`src/rtl/program_store_pkg.sv`:
```
// Shared definitions for the program store: instruction opcodes and FSM state type.
package program_store_pkg;

  localparam logic [3:0] OpLda  = 4'b0000;
  localparam logic [3:0] OpLdb  = 4'b0001;
  localparam logic [3:0] OpLdo  = 4'b0010;
  localparam logic [3:0] OpLdsa = 4'b0011;
  localparam logic [3:0] OpLdsb = 4'b0100;
  localparam logic [3:0] OpLsh  = 4'b0101;
  localparam logic [3:0] OpRsh  = 4'b0110;
  localparam logic [3:0] OpClr  = 4'b0111;
  localparam logic [3:0] OpSnza = 4'b1000;
  localparam logic [3:0] OpSnzs = 4'b1001;
  localparam logic [3:0] OpAdd  = 4'b1010;
  localparam logic [3:0] OpSub  = 4'b1011;
  localparam logic [3:0] OpXor  = 4'b1110;

  typedef enum logic {StFill, StReady} state_e;

endpackage

```
`src/rtl/program_store_if.sv`:
```
// Fetch, load and clear signals of the program store.
//   master: requester side (drives fetch/load/clear requests)
//   slave : store side (returns fetched word, load handshake, busy)
interface program_store_if #(
  parameter int unsigned DATA_WIDTH = 4,
  parameter int unsigned ADDR_WIDTH = 8
);
  logic                  fetchEnIn;
  logic [ADDR_WIDTH-1:0] addressIn;
  logic [DATA_WIDTH-1:0] dataOut;
  logic                  dataValidOut;
  logic                  loadValidIn;
  logic [ADDR_WIDTH-1:0] loadAddrIn;
  logic [DATA_WIDTH-1:0] loadDataIn;
  logic                  loadReadyOut;
  logic                  loadErrOut;
  logic                  clearReqIn;
  logic                  busyOut;

  modport master (
    output fetchEnIn, addressIn, loadValidIn, loadAddrIn, loadDataIn, clearReqIn,
    input  dataOut, dataValidOut, loadReadyOut, loadErrOut, busyOut
  );

  modport slave (
    input  fetchEnIn, addressIn, loadValidIn, loadAddrIn, loadDataIn, clearReqIn,
    output dataOut, dataValidOut, loadReadyOut, loadErrOut, busyOut
  );
endinterface

```
`src/rtl/program_store_mem.sv`:
```
// Program word array: one synchronous write port, one synchronous read port.
//   we/waddr/wdata : write port
//   re/raddr/rdata : read port; rdata updates only when re is set, holds otherwise
// Reads return the word stored before a same-edge write. The array has no reset.
module program_store_mem #(
  parameter int unsigned DATA_WIDTH = 4,
  parameter int unsigned DEPTH      = 32,
  parameter int unsigned IDX_WIDTH  = 5
) (
  input  logic                  clk,
  input  logic                  we,
  input  logic [IDX_WIDTH-1:0]  waddr,
  input  logic [DATA_WIDTH-1:0] wdata,
  input  logic                  re,
  input  logic [IDX_WIDTH-1:0]  raddr,
  output logic [DATA_WIDTH-1:0] rdata
);
  logic [DATA_WIDTH-1:0] mem_q [DEPTH];

  always_ff @(posedge clk) begin
    if (we) mem_q[waddr] <= wdata;
    if (re) rdata <= mem_q[raddr];
  end
endmodule

```
`src/rtl/program_store.sv`:
```
// Program store: instruction memory filled with NOP_WORD after reset or on a clear
// request, loaded word by word, and fetched with one cycle of latency.
//   clk, rst_n : clock and synchronous active-low reset
//   bus        : fetch / load / clear interface (slave side)
module program_store
  import program_store_pkg::*;
#(
  parameter int unsigned           DATA_WIDTH = 4,
  parameter int unsigned           ADDR_WIDTH = 8,
  parameter int unsigned           DEPTH      = 32,
  parameter logic [DATA_WIDTH-1:0] NOP_WORD   = DATA_WIDTH'(OpClr)
) (
  input logic            clk,
  input logic            rst_n,
  program_store_if.slave bus
);
  localparam int unsigned IdxW = (DEPTH > 1) ? $clog2(DEPTH) : 1;
  localparam logic [ADDR_WIDTH:0]   DepthW  = (ADDR_WIDTH + 1)'(DEPTH);
  localparam logic [ADDR_WIDTH-1:0] LastIdx = ADDR_WIDTH'(DEPTH - 1);

  state_e                state_q, state_d;
  logic [ADDR_WIDTH-1:0] cnt_q, cnt_d;
  logic                  valid_q;
  logic                  mem_sel_q;  // dataOut comes from the array, else NOP_WORD
  logic                  err_q;

  logic                  ready, fill;
  logic                  fetch_fire, load_fire;
  logic                  fetch_in_range, load_in_range;
  logic                  mem_we, mem_re;
  logic [IdxW-1:0]       mem_waddr;
  logic [DATA_WIDTH-1:0] mem_wdata, mem_rdata;

  assign ready          = (state_q == StReady);
  assign fill           = (state_q == StFill);
  assign fetch_fire     = bus.fetchEnIn & ready;
  assign load_fire      = bus.loadValidIn & ready;
  assign fetch_in_range = ({1'b0, bus.addressIn} < DepthW);
  assign load_in_range  = ({1'b0, bus.loadAddrIn} < DepthW);

  // Sweep owns the write port in FILL; loads can only fire in READY.
  assign mem_we    = fill | (load_fire & load_in_range);
  assign mem_waddr = fill ? cnt_q[IdxW-1:0] : bus.loadAddrIn[IdxW-1:0];
  assign mem_wdata = fill ? NOP_WORD : bus.loadDataIn;
  assign mem_re    = fetch_fire & fetch_in_range;

  program_store_mem #(
    .DATA_WIDTH (DATA_WIDTH),
    .DEPTH      (DEPTH),
    .IDX_WIDTH  (IdxW)
  ) u_mem (
    .clk   (clk),
    .we    (mem_we),
    .waddr (mem_waddr),
    .wdata (mem_wdata),
    .re    (mem_re),
    .raddr (bus.addressIn[IdxW-1:0]),
    .rdata (mem_rdata)
  );

  always_comb begin
    state_d = state_q;
    cnt_d   = cnt_q;
    unique case (state_q)
      StFill: begin
        cnt_d = cnt_q + 1'b1;
        if (cnt_q == LastIdx) begin
          state_d = StReady;
          cnt_d   = '0;
        end
      end
      StReady: begin
        if (bus.clearReqIn) begin
          state_d = StFill;
          cnt_d   = '0;
        end
      end
    endcase
  end

  always_ff @(posedge clk) begin
    if (!rst_n) begin
      state_q   <= StFill;
      cnt_q     <= '0;
      valid_q   <= 1'b0;
      mem_sel_q <= 1'b0;
      err_q     <= 1'b0;
    end else begin
      state_q <= state_d;
      cnt_q   <= cnt_d;
      valid_q <= fetch_fire;
      if (fetch_fire) mem_sel_q <= fetch_in_range;
      err_q   <= load_fire & ~load_in_range;
    end
  end

  assign bus.dataOut      = mem_sel_q ? mem_rdata : NOP_WORD;
  assign bus.dataValidOut = valid_q;
  assign bus.loadReadyOut = ready;
  assign bus.loadErrOut   = err_q;
  assign bus.busyOut      = fill;
endmodule

```
`src/flat_wrapper.sv`:
```
// flat-port wrapper written by rule: the top's interface ports become plain ports
module program_store_flat import program_store_pkg::*;
#(
  parameter int unsigned           DATA_WIDTH = 4,
  parameter int unsigned           ADDR_WIDTH = 8,
  parameter int unsigned           DEPTH      = 32,
  parameter logic [DATA_WIDTH-1:0] NOP_WORD   = DATA_WIDTH'(OpClr)
)
  (clk, rst_n, bus_fetchEnIn, bus_addressIn, bus_loadValidIn, bus_loadAddrIn, bus_loadDataIn, bus_clearReqIn, bus_dataOut, bus_dataValidOut, bus_loadReadyOut, bus_loadErrOut, bus_busyOut);
  program_store_if #(.DATA_WIDTH(DATA_WIDTH), .ADDR_WIDTH(ADDR_WIDTH)) bus_i ();
  input logic clk;
  input logic rst_n;
  input wire logic [$bits(bus_i.fetchEnIn)-1:0] bus_fetchEnIn;
  input wire logic [$bits(bus_i.addressIn)-1:0] bus_addressIn;
  input wire logic [$bits(bus_i.loadValidIn)-1:0] bus_loadValidIn;
  input wire logic [$bits(bus_i.loadAddrIn)-1:0] bus_loadAddrIn;
  input wire logic [$bits(bus_i.loadDataIn)-1:0] bus_loadDataIn;
  input wire logic [$bits(bus_i.clearReqIn)-1:0] bus_clearReqIn;
  output wire logic [$bits(bus_i.dataOut)-1:0] bus_dataOut;
  output wire logic [$bits(bus_i.dataValidOut)-1:0] bus_dataValidOut;
  output wire logic [$bits(bus_i.loadReadyOut)-1:0] bus_loadReadyOut;
  output wire logic [$bits(bus_i.loadErrOut)-1:0] bus_loadErrOut;
  output wire logic [$bits(bus_i.busyOut)-1:0] bus_busyOut;
  assign bus_i.fetchEnIn = bus_fetchEnIn;
  assign bus_i.addressIn = bus_addressIn;
  assign bus_i.loadValidIn = bus_loadValidIn;
  assign bus_i.loadAddrIn = bus_loadAddrIn;
  assign bus_i.loadDataIn = bus_loadDataIn;
  assign bus_i.clearReqIn = bus_clearReqIn;
  assign bus_dataOut = bus_i.dataOut;
  assign bus_dataValidOut = bus_i.dataValidOut;
  assign bus_loadReadyOut = bus_i.loadReadyOut;
  assign bus_loadErrOut = bus_i.loadErrOut;
  assign bus_busyOut = bus_i.busyOut;
  program_store #(.DATA_WIDTH(DATA_WIDTH), .ADDR_WIDTH(ADDR_WIDTH), .DEPTH(DEPTH), .NOP_WORD(NOP_WORD)) u_core (.clk(clk), .rst_n(rst_n), .bus(bus_i));
endmodule
```
`config.mk`:
```
export PLATFORM = sky130hd
export DESIGN_NAME = program_store_flat
export DESIGN_NICKNAME = d
export VERILOG_FILES = /design/src/rtl/program_store_pkg.sv /design/src/rtl/program_store_if.sv /design/src/rtl/program_store_mem.sv /design/src/rtl/program_store.sv /design/src/flat_wrapper.sv
export SDC_FILE = /design/constraint.sdc
export NUM_CORES = 1
export LEC_CHECK = 0
export CORE_MARGIN = 1
export CORE_UTILIZATION = 59
export DETAILED_ROUTE_END_ITERATION = 16
export GPL_ROUTABILITY_DRIVEN = 0
export PLACE_DENSITY = 0.8
export RECOVER_POWER = 25
export SLEW_MARGIN = 20
export SYNTH_ARGS = -nofsm -noshare
export SYNTH_HDL_FRONTEND = slang
export SYNTH_SLANG_ARGS = --single-unit
```
`constraint.sdc`:
```
create_clock -name clk -period 7.3 [get_ports clk]
set_clock_uncertainty 0.2 [all_clocks]
set_input_delay 1.095 -clock clk [delete_from_list [all_inputs] [get_ports clk]]
set_output_delay 1.095 -clock clk [all_outputs]
set_load 0.01 [all_outputs]
```
==> results of run 1 <==
-- final cells by class --
type                    count  area [um2]
multi-input cells         164        1570
well taps                 129         161
clock inverters            15         151
clock buffers              17         414
repair buffers             33         325
inverters                   3        11.3
flip-flops and latches    144        4200
fillers                   575        2570
-- power by group --
group	internal (mW)	total [mW]	switching (mW)
clock	0.463	0.814	0.351
sequential	0.893	0.897	0.00340
combinational	0.0322	0.0654	0.0332
total	1.39	1.78	0.388
-- Yosys cell counts, types with 3 or more instances --
cell / number
a21oi_1: 5
a31oi_1: 3
and3_1: 4
buf_1: 3
buf_6: 3
clkbuf_1: 6
dfxtp_1: 12
edfxtp_1: 132
mux2_2: 6
mux4_2: 40
nand2_1: 13
nand2b_1: 6
nand3_1: 8
nor2_1: 44
nor3_1: 4
o21ai_0: 5
or3_1: 3
-- cell families after synthesis --
logic type	count (synthesis)	share of synthesized area [%]
adder cells (fa/ha/maj)	1	0.214
AO/OA/AOI/OAI	22	2.31
multiplexers	48	16.9
flip-flops	144	71.8
buffers and inverters	16	1.43
AND/OR/NAND/NOR	93	7.37
-- through the flow --
| stage | utilization, % | instances | total power, mW |
|---|---|---|---|
| floorplan | - | 324 | 0.954 |
| global placement | 66.6 | 473 | 0.978 |
| detailed placement | 66.6 | 473 | 0.979 |
| CTS | 72.6 | 505 | 1.78 |
| global route | 72.7 | 505 | 1.82 |
| finish | 72.7 | 505 | 1.78 |
-- sequential cells by signal, indices dropped and copies added, names as in the netlist --
signal	flops
u_core.bus.dataValidOut	1
u_core.bus.loadReadyOut	1
u_core.mem_sel_q	1
u_core.u_mem.mem_q	128
u_core.bus.loadErrOut	1
u_core.cnt_q	8
u_core.u_mem.rdata	4
-- metal layers --
layer	part of all wire (%)	global-route usage, %	wire length (um)
met5	0	0	0
met3	9.8	8.56	1120
met1	41	34.7	4720
met4	2.1	10.4	234
met2	47	36.4	5310
-- worst reg2reg max path, cell delays in order, from the launching register on --
cell and delay (ns):
dfxtp_1 0.92, clkinv_1 0.48, and3_1 0.31, o21ai_1 0.61
nor2_1 0.27
-- worst max path at each step --
| stage | end | slack, ns | depth (start not counted) |
|---|---|---|---|
| 3_3_place_gp | u_core.u_mem.rdata[2]$_DFFE_PP_ | 3.46 | 4 |
| 2_1_floorplan | u_core.u_mem.rdata[0]$_DFFE_PP_ | 4.19 | 5 |
| 3_5_place_dp | u_core.u_mem.rdata[2]$_DFFE_PP_ | 3.43 | 4 |
| 4_1_cts | bus_busyOut | 3.51 | 2 |
| 6_report | bus_busyOut | 3.49 | 2 |
| 5_1_grt | bus_busyOut | 3.30 | 2 |
==> out/metrics.cfg, run 1 <==
[global_route]
overflow=0
grt_pass1_wl_um=17600
grt_usage_pct=24.9
grt_max_degree=33
grt_antenna_before_repair=0
grt_pass1_vias=3158

[finish]
mostFrequentLayoutCell=edfxtp_1
antenna_cells=0
stdcell_area_um2=6840
nNetsFinal=389
syn_to_final_growth_pct=16.8
drive_gt1_share_pct=21.8
final_cell_mix=edfxtp_1 (132), nor2_1 (44), mux4_2 (40), clkdlybuf4s50_1 (30), clkbuf_16 (16)

[synth]
ys_seq_area_share_pct=71.8
synth_edf_count=132
synth_area_um2=5860
ys_ff_latch=144
avgSynthCellArea_um2=18.1
syn-num-nets=350
synth_warnings=0
synth_ff_type=edfxtp_1
yosys-top-cells-area=edfxtp_1 (68%), mux4_2 (15%), dfxtp_1 (4.1%)
synthArstFlopShare_pct=0
synth_top_cell_by_area=edfxtp_1
syn_inst=324
synth_top_cell_area_share_pct=67.7
synth_cell_types=37

[clocking]
post_cts_buffers=0
cts_resized=0
hold_buffers=0
cts_tree=yes
cts_buffers=17
clock-sinks=144
path_clk_slew_ns=0.07
root_buffer=clkbuf_8
clkLatencyLatePin_ns=0.52
clockBufferDepth=2
cts_htree_levels=4

[outcome]
status=finished with violations
violations=max-capacitance violations, max-slew violations

[floorplanning]
fp.dieH_um=102
rows=35
dieWidth_um=102
core_area_um2=9420
die_area_um2=10300
initial_core_util_pct=62.2
io_pins=33

[worst_setup_path]
cp_max_fo=27
path_cells=clkinv_1 -> clkdlybuf4s50_1
timing.rr.start=u_core.bus.loadReadyOut$_SDFF_PN0_
cp-start-kind=flop
crit_required_ns=6.00
critPathBufInv=2
rr_endpoint=u_core.u_mem.mem_q[6][3]$_DFFE_PP_
rrSetupSlack_ns=4.20
crit_type=flop to output pin
end_kind=output pin
critPathMaxStageDelay_ns=0.92
crit_arrival_ns=2.52
cp-startpoint=u_core.bus.loadReadyOut$_SDFF_PN0_
reg2reg_depth=4
path_delay_family=buffers and inverters
crit_slowest_cell=dfxtp_1

[drt]
drt.antenna.violating_nets=0
first_pass_iters=4
drt_wl_total_um=11400
routedWlPerCell_um=22.5
via_count=3169
viasPerCell=6.28
drtIter0Drc=266
drc_errors=0

[timing]
worst_slack_ns=3.49
finalCriticalPeriod_ns=3.81
setup_tns_ns=0
tightest_slew_ns=1.62
max_freq_mhz=262
setup_viol=0
slew_violations=33
final-hold-violation-count=0
whs_ns=0.322
rsz0062_at_grt=false
slew_headroom_pct=-7.97
period_share_pct=52.2

[min_path]
hold_start=u_core.cnt_q[7]$_SDFFE_PN0P_
min_to=u_core.cnt_q[7]$_SDFFE_PN0P_
min_path_cells=2
hold_path.class=flop to flop

[pwr]
irDropWorstVdd_uv=227
p_leak_nw=2.37
powerDensity_nw_per_um2=260

[placed_design]
place_area_um2=6270
port_buffers=32
place_ws_ns=3.43
dp_hpwl_um=7360

[run]
maxCapViolations=1

Power figures use the tool's default switching activity.
==> run 2: changes to the inputs <==
- clock period: 7.3 -> 3.9 ns (I/O delays scaled with it)
==> run 2 against run 1 <==
Die area did not move. Flip-flop and latch count did not move. Register-to-register slack got worse by 3.1 ns. Routed wire length rose by 4.8%. Sequential share of layout area fell by 0.58 points. The flow now finishes without violations. Hold slack got worse by 0.0060 ns. Non-clock buffer count rose by 6.
==> out/metrics.cfg, run 2 (same netlist as run 1, synthesis figures left out) <==
[finish]
largest_register_ffs=128  ; unchanged
drive_gt1_share_pct=21.7  ; -0.081 points
regMostFlops=u_core.u_mem.mem_q
mostFrequentLayoutCell=edfxtp_1
antenna_cells=0  ; unchanged
syn_to_final_growth_pct=17.9
final_cell_mix=edfxtp_1 (132), nor2_1 (44), mux4_2 (40), clkdlybuf4s50_1 (30), clkbuf_16 (16)
nFillCells=566  ; -1.6%
utilization_pct=73.3  ; +0.69 points
reg_top3=u_core.u_mem.mem_q: 128 flops, u_core.cnt_q: 8 flops, u_core.u_mem.rdata: 4 flops
nNetsFinal=395  ; +1.5%

[clocking]
clkLatencyLatePin_ns=0.53  ; about the same
post_cts_buffers=0  ; unchanged
clockBufferDepth=2  ; unchanged
clock-sinks=144  ; unchanged
cts_htree_levels=4  ; unchanged
cts_tree=yes
hold_buffers=0  ; unchanged
path_clk_slew_ns=0.06  ; about the same
cts_buffers=17  ; unchanged
cts_resized=0  ; unchanged
root_buffer=clkbuf_8

[timing]
final-hold-violation-count=0  ; unchanged
slew_headroom_pct=3.34  ; +11 points
setup_tns_ns=0  ; unchanged
tightest_slew_ns=1.45  ; -0.169 ns
setup_viol=0  ; unchanged
period_share_pct=71.5
slew_violations=0  ; -100%
finalCriticalPeriod_ns=2.79
max_freq_mhz=358
rsz0062_at_grt=false

[worst_setup_path]
cp_max_fo=17  ; -37%
cp-startpoint=u_core.bus.loadReadyOut$_SDFF_PN0_
end_kind=flop
crit_arrival_ns=2.80  ; +0.28 ns
crit_type=flop to flop
crit_required_ns=3.91  ; -2.09 ns
timing.rr.start=u_core.bus.loadReadyOut$_SDFF_PN0_
cp-start-kind=flop

[floorplanning]
fp.dieH_um=102  ; unchanged
dieWidth_um=102  ; unchanged
initial_core_util_pct=62.2  ; unchanged
core_area_um2=9420  ; unchanged
rows=35  ; unchanged
io_pins=33  ; unchanged
die_area_um2=10300  ; unchanged

[outcome]
status=finished, final reports clean

[global_route]
grt_pass1_vias=3249  ; +2.9%
grt_usage_pct=26.7  ; +1.8 points
grt_pass1_wl_um=18600  ; +5.9%
overflow=0  ; unchanged
grt_antenna_before_repair=0  ; unchanged
grt_max_degree=33  ; unchanged

[pwr]
powerDensity_nw_per_um2=493  ; +90%
irDropWorstVdd_uv=367  ; +62%
p_leak_nw=2.40  ; +1.1%

[run]
maxCapViolations=0  ; -1

[min_path]
hold_path.class=flop to flop
hold_start=u_core.cnt_q[7]$_SDFFE_PN0P_

[placed_design]
dp_hpwl_um=7480  ; +1.5%
port_buffers=32  ; unchanged

[drt]
drt_wl_total_um=11900  ; +4.8%
routedWlPerCell_um=23.3  ; +3.5%
viasPerCell=6.18  ; -1.5%
drt.antenna.violating_nets=0  ; unchanged
drc_errors=0  ; unchanged
via_count=3157  ; -0.38%
first_pass_iters=5  ; +1
drtIter0Drc=306  ; +15%

-- run 2: cell type report --
class / count / area, um2 / share of cell area (%)
flip-flops and latches: 144 / 4200 / 60.9
multi-input cells: 164 / 1570 / 22.7
clock buffers: 19 / 422 / 6.11
repair buffers: 39 / 377 / 5.45
clock inverters: 13 / 163 / 2.36
well taps: 129 / 161 / 2.34
inverters: 3 / 11.3 / 0.163
-- run 2: worst max-delay path, stage by stage (launching register included) --
cell and delay [ns]:
dfxtp_1 0.57, clkbuf_1 0.58, nor3_1 0.11, o21ai_1 0.70
nor2_1 0.30
-- run 2: through the flow --
step | hold WS (ns) | power, mW | instances | cell area (um2) | setup slack [ns]
after global routing | 0.367 | 3.50 | 511 | 6910 | 1.01
after global placement | 0.291 | 1.84 | 478 | 6320 | 0.806
after CTS | 0.321 | 3.42 | 510 | 6900 | 1.07
after detailed placement | 0.311 | 1.84 | 478 | 6320 | 0.791
after floorplan | 0.279 | 1.79 | 324 | 5860 | 1.30
final | 0.316 | 3.41 | 511 | 6910 | 1.11
-- run 2: per-layer routing --
layer | vias to the layer above | track usage, % | wire length [um]
met4 | 0 | 10.6 | 188
met2 | 164 | 40.5 | 5780
li1 | 1396 | - | -
met5 | - | 0 | 0
met1 | 1584 | 37.2 | 5090
met3 | 13 | 7.59 | 863
-- run 2: final timing paths --
path	end	slack (ns)	cells past startpoint
setup / recovery	u_core.u_mem.mem_q[4][3]$_DFFE_PP_	1.11	4
hold / removal	u_core.cnt_q[7]$_SDFFE_PN0P_	0.32	2
setup reg to reg	u_core.u_mem.mem_q[4][3]$_DFFE_PP_	1.11	4
hold reg to reg	u_core.cnt_q[7]$_SDFFE_PN0P_	0.32	2
-- run 2: where the power goes --
part	switching [mW]	total (mW)	internal [mW]
combinational	0.0641	0.127	0.0628
clock	0.626	1.60	0.976
sequential	0.00614	1.68	1.67
total	0.696	3.41	2.71
==> run 3: changes to the inputs <==
- clock period: 3.9 -> 2.9 ns (I/O delays scaled with it)
==> run 3 against run 2 <==
Sequential power increased by 35%. Power increased by 35%. Routed wire length increased by 1.7%. Core utilization increased by 0.64 points. Combinational power increased by 41%. Largest power group unchanged. Highest routed layer unchanged.
==> out/metrics.cfg, run 3 (same netlist as run 1, synthesis figures left out) <==
[finish]
mostFrequentLayoutCell=edfxtp_1
syn_to_final_growth_pct=19.0
antenna_cells=0  ; unchanged
final_cell_mix=edfxtp_1 (132), nor2_1 (44), mux4_2 (40), clkdlybuf4s50_1 (31), clkbuf_16 (16)
largest_register_ffs=128  ; unchanged
utilization_pct=74.0  ; +0.64 points
reg_top3=u_core.u_mem.mem_q: 128 flops, u_core.cnt_q: 8 flops, u_core.u_mem.rdata: 4 flops
finalNonFillerCells=514  ; +0.59%
stdcell_area_um2=6970  ; +0.87%
drive_gt1_share_pct=22.9  ; +1.1 points
regMostFlops=u_core.u_mem.mem_q
nNetsFinal=398  ; +0.76%

[floorplanning]
die_area_um2=10300  ; unchanged
rows=35  ; unchanged
dieWidth_um=102  ; unchanged
core_area_um2=9420  ; unchanged
fp.dieH_um=102  ; unchanged
initial_core_util_pct=62.2  ; unchanged
io_pins=33  ; unchanged

[outcome]
status=finished, final reports clean

[timing]
rsz0062_at_grt=false
period_share_pct=92.7
slew_violations=0  ; unchanged
setup_viol=0  ; unchanged
setup_tns_ns=0  ; unchanged
whs_ns=0.294  ; -0.0228 ns
slew_headroom_pct=0.371  ; -3.0 points
tightest_slew_ns=1.49  ; +0.0445 ns
final-hold-violation-count=0  ; unchanged
worst_slack_ns=0.213  ; -0.898 ns
finalCriticalPeriod_ns=2.69
max_freq_mhz=372

[drt]
first_pass_iters=7  ; +2
drt_wl_total_um=12100  ; +1.7%
viasPerCell=6.25  ; +1.1%
drtIter0Drc=301  ; -1.6%
drt.antenna.violating_nets=0  ; unchanged
drc_errors=0  ; unchanged
via_count=3212  ; +1.7%
routedWlPerCell_um=23.6  ; +1.1%

[clocking]
cts_tree=yes
clock-sinks=144  ; unchanged
cts_buffers=17  ; unchanged
root_buffer=clkbuf_8
cts_htree_levels=4  ; unchanged
hold_buffers=0  ; unchanged
clockBufferDepth=2  ; unchanged
path_clk_slew_ns=0.07  ; about the same
post_cts_buffers=0  ; unchanged
clkLatencyLatePin_ns=0.53  ; about the same

[pwr]
powerDensity_nw_per_um2=662  ; +34%
p_total_mw=4.61  ; +35%
irDropWorstVdd_uv=429  ; +17%
p_leak_nw=2.43  ; +1.2%

[worst_setup_path]
rr_endpoint=u_core.u_mem.mem_q[8][0]$_DFFE_PP_
path_delay_family=buffers and inverters
reg2reg_depth=4  ; unchanged
critPathBufInv=2  ; +1
path_cells=clkinv_1 -> clkdlybuf4s50_1
end_kind=output pin
crit_arrival_ns=2.05  ; -0.75 ns
crit_required_ns=2.27  ; -1.64 ns
rrSetupSlack_ns=0.35  ; -0.76 ns
critPathMaxStageDelay_ns=0.59  ; -0.11 ns
cp-start-kind=flop
crit_type=flop to output pin
cp_max_fo=12  ; -5
crit_slowest_cell=dfxtp_1
timing.rr.start=u_core.bus.loadReadyOut$_SDFF_PN0_

[global_route]
grt_antenna_before_repair=0  ; unchanged
overflow=0  ; unchanged
grt_max_degree=33  ; unchanged
grt_pass1_wl_um=18600  ; +0.11%
grt_usage_pct=26.6  ; -0.065 points
grt_pass1_vias=3174  ; -2.3%

[placed_design]
place_area_um2=6370  ; +0.87%
place_ws_ns=0.118  ; -0.673 ns
port_buffers=32  ; unchanged
dpl.cell_count=482  ; +0.84%
dp_hpwl_um=7640  ; +2.1%

[min_path]
min_to=u_core.bus.loadErrOut$_SDFF_PN0_
min_path_cells=3  ; +1
hold_start=bus_loadValidIn
hold_path.class=input pin to flop

[run]
maxCapViolations=0  ; unchanged

run 3: per-layer routing:
layer / track usage, % / vias to the layer above / wire (um) / share of wire [%]
met2: 41.1 / 178 / 6050 / 50
met3: 6.83 / 11 / 969 / 8.0
met5: 0 / - / 0 / 0
met4: 9.70 / 0 / 107 / 0.88
li1: - / 1401 / - / -
met1: 37.4 / 1622 / 5000 / 41
run 3: how the worst max path moves through the flow:
stage	start	endpoint	depth (start not counted)
2_1_floorplan	bus_addressIn[1]	u_core.u_mem.rdata[0]$_DFFE_PP_	5
3_3_place_gp	bus_addressIn[2]	u_core.u_mem.rdata[1]$_DFFE_PP_	5
3_5_place_dp	bus_addressIn[2]	u_core.u_mem.rdata[2]$_DFFE_PP_	5
4_1_cts	u_core.bus.loadReadyOut$_SDFF_PN0_	u_core.u_mem.mem_q[2][1]$_DFFE_PP_	4
5_1_grt	u_core.bus.loadReadyOut$_SDFF_PN0_	bus_busyOut	2
6_report	u_core.bus.loadReadyOut$_SDFF_PN0_	bus_busyOut	2
run 3: where the power goes:
| group | total, mW | internal [mW] | switching, mW | leakage (nW) |
|---|---|---|---|---|
| clock network | 2.18 | 1.32 | 0.858 | 0.282 |
| registers | 2.26 | 2.25 | 0.00831 | 1.51 |
| logic | 0.179 | 0.0897 | 0.0891 | 0.640 |
| total | 4.61 | 3.66 | 0.955 | 2.43 |
run 3: layout make-up:
cell class	instances	area [um2]
Sequential cell	144	4200
Fill cell	530	2450
Multi-Input combinational cell	164	1570
Timing Repair Buffer	42	417
Clock buffer	17	414
Clock inverter	15	184
Tap cell	129	161
Inverter	3	11.3
run 3: timing repair:
item | 4_1_cts | 5_1_grt
hold endpoints to repair | 0 | 0
setup endpoints to repair | 0 | 32
resized for setup | 0 | 1
run 3: worst min-delay path, stage by stage:
cell and delay [ns]:
clkdlybuf4s50_1 0.42, nand3_1 0.09, nor2_1 0.03
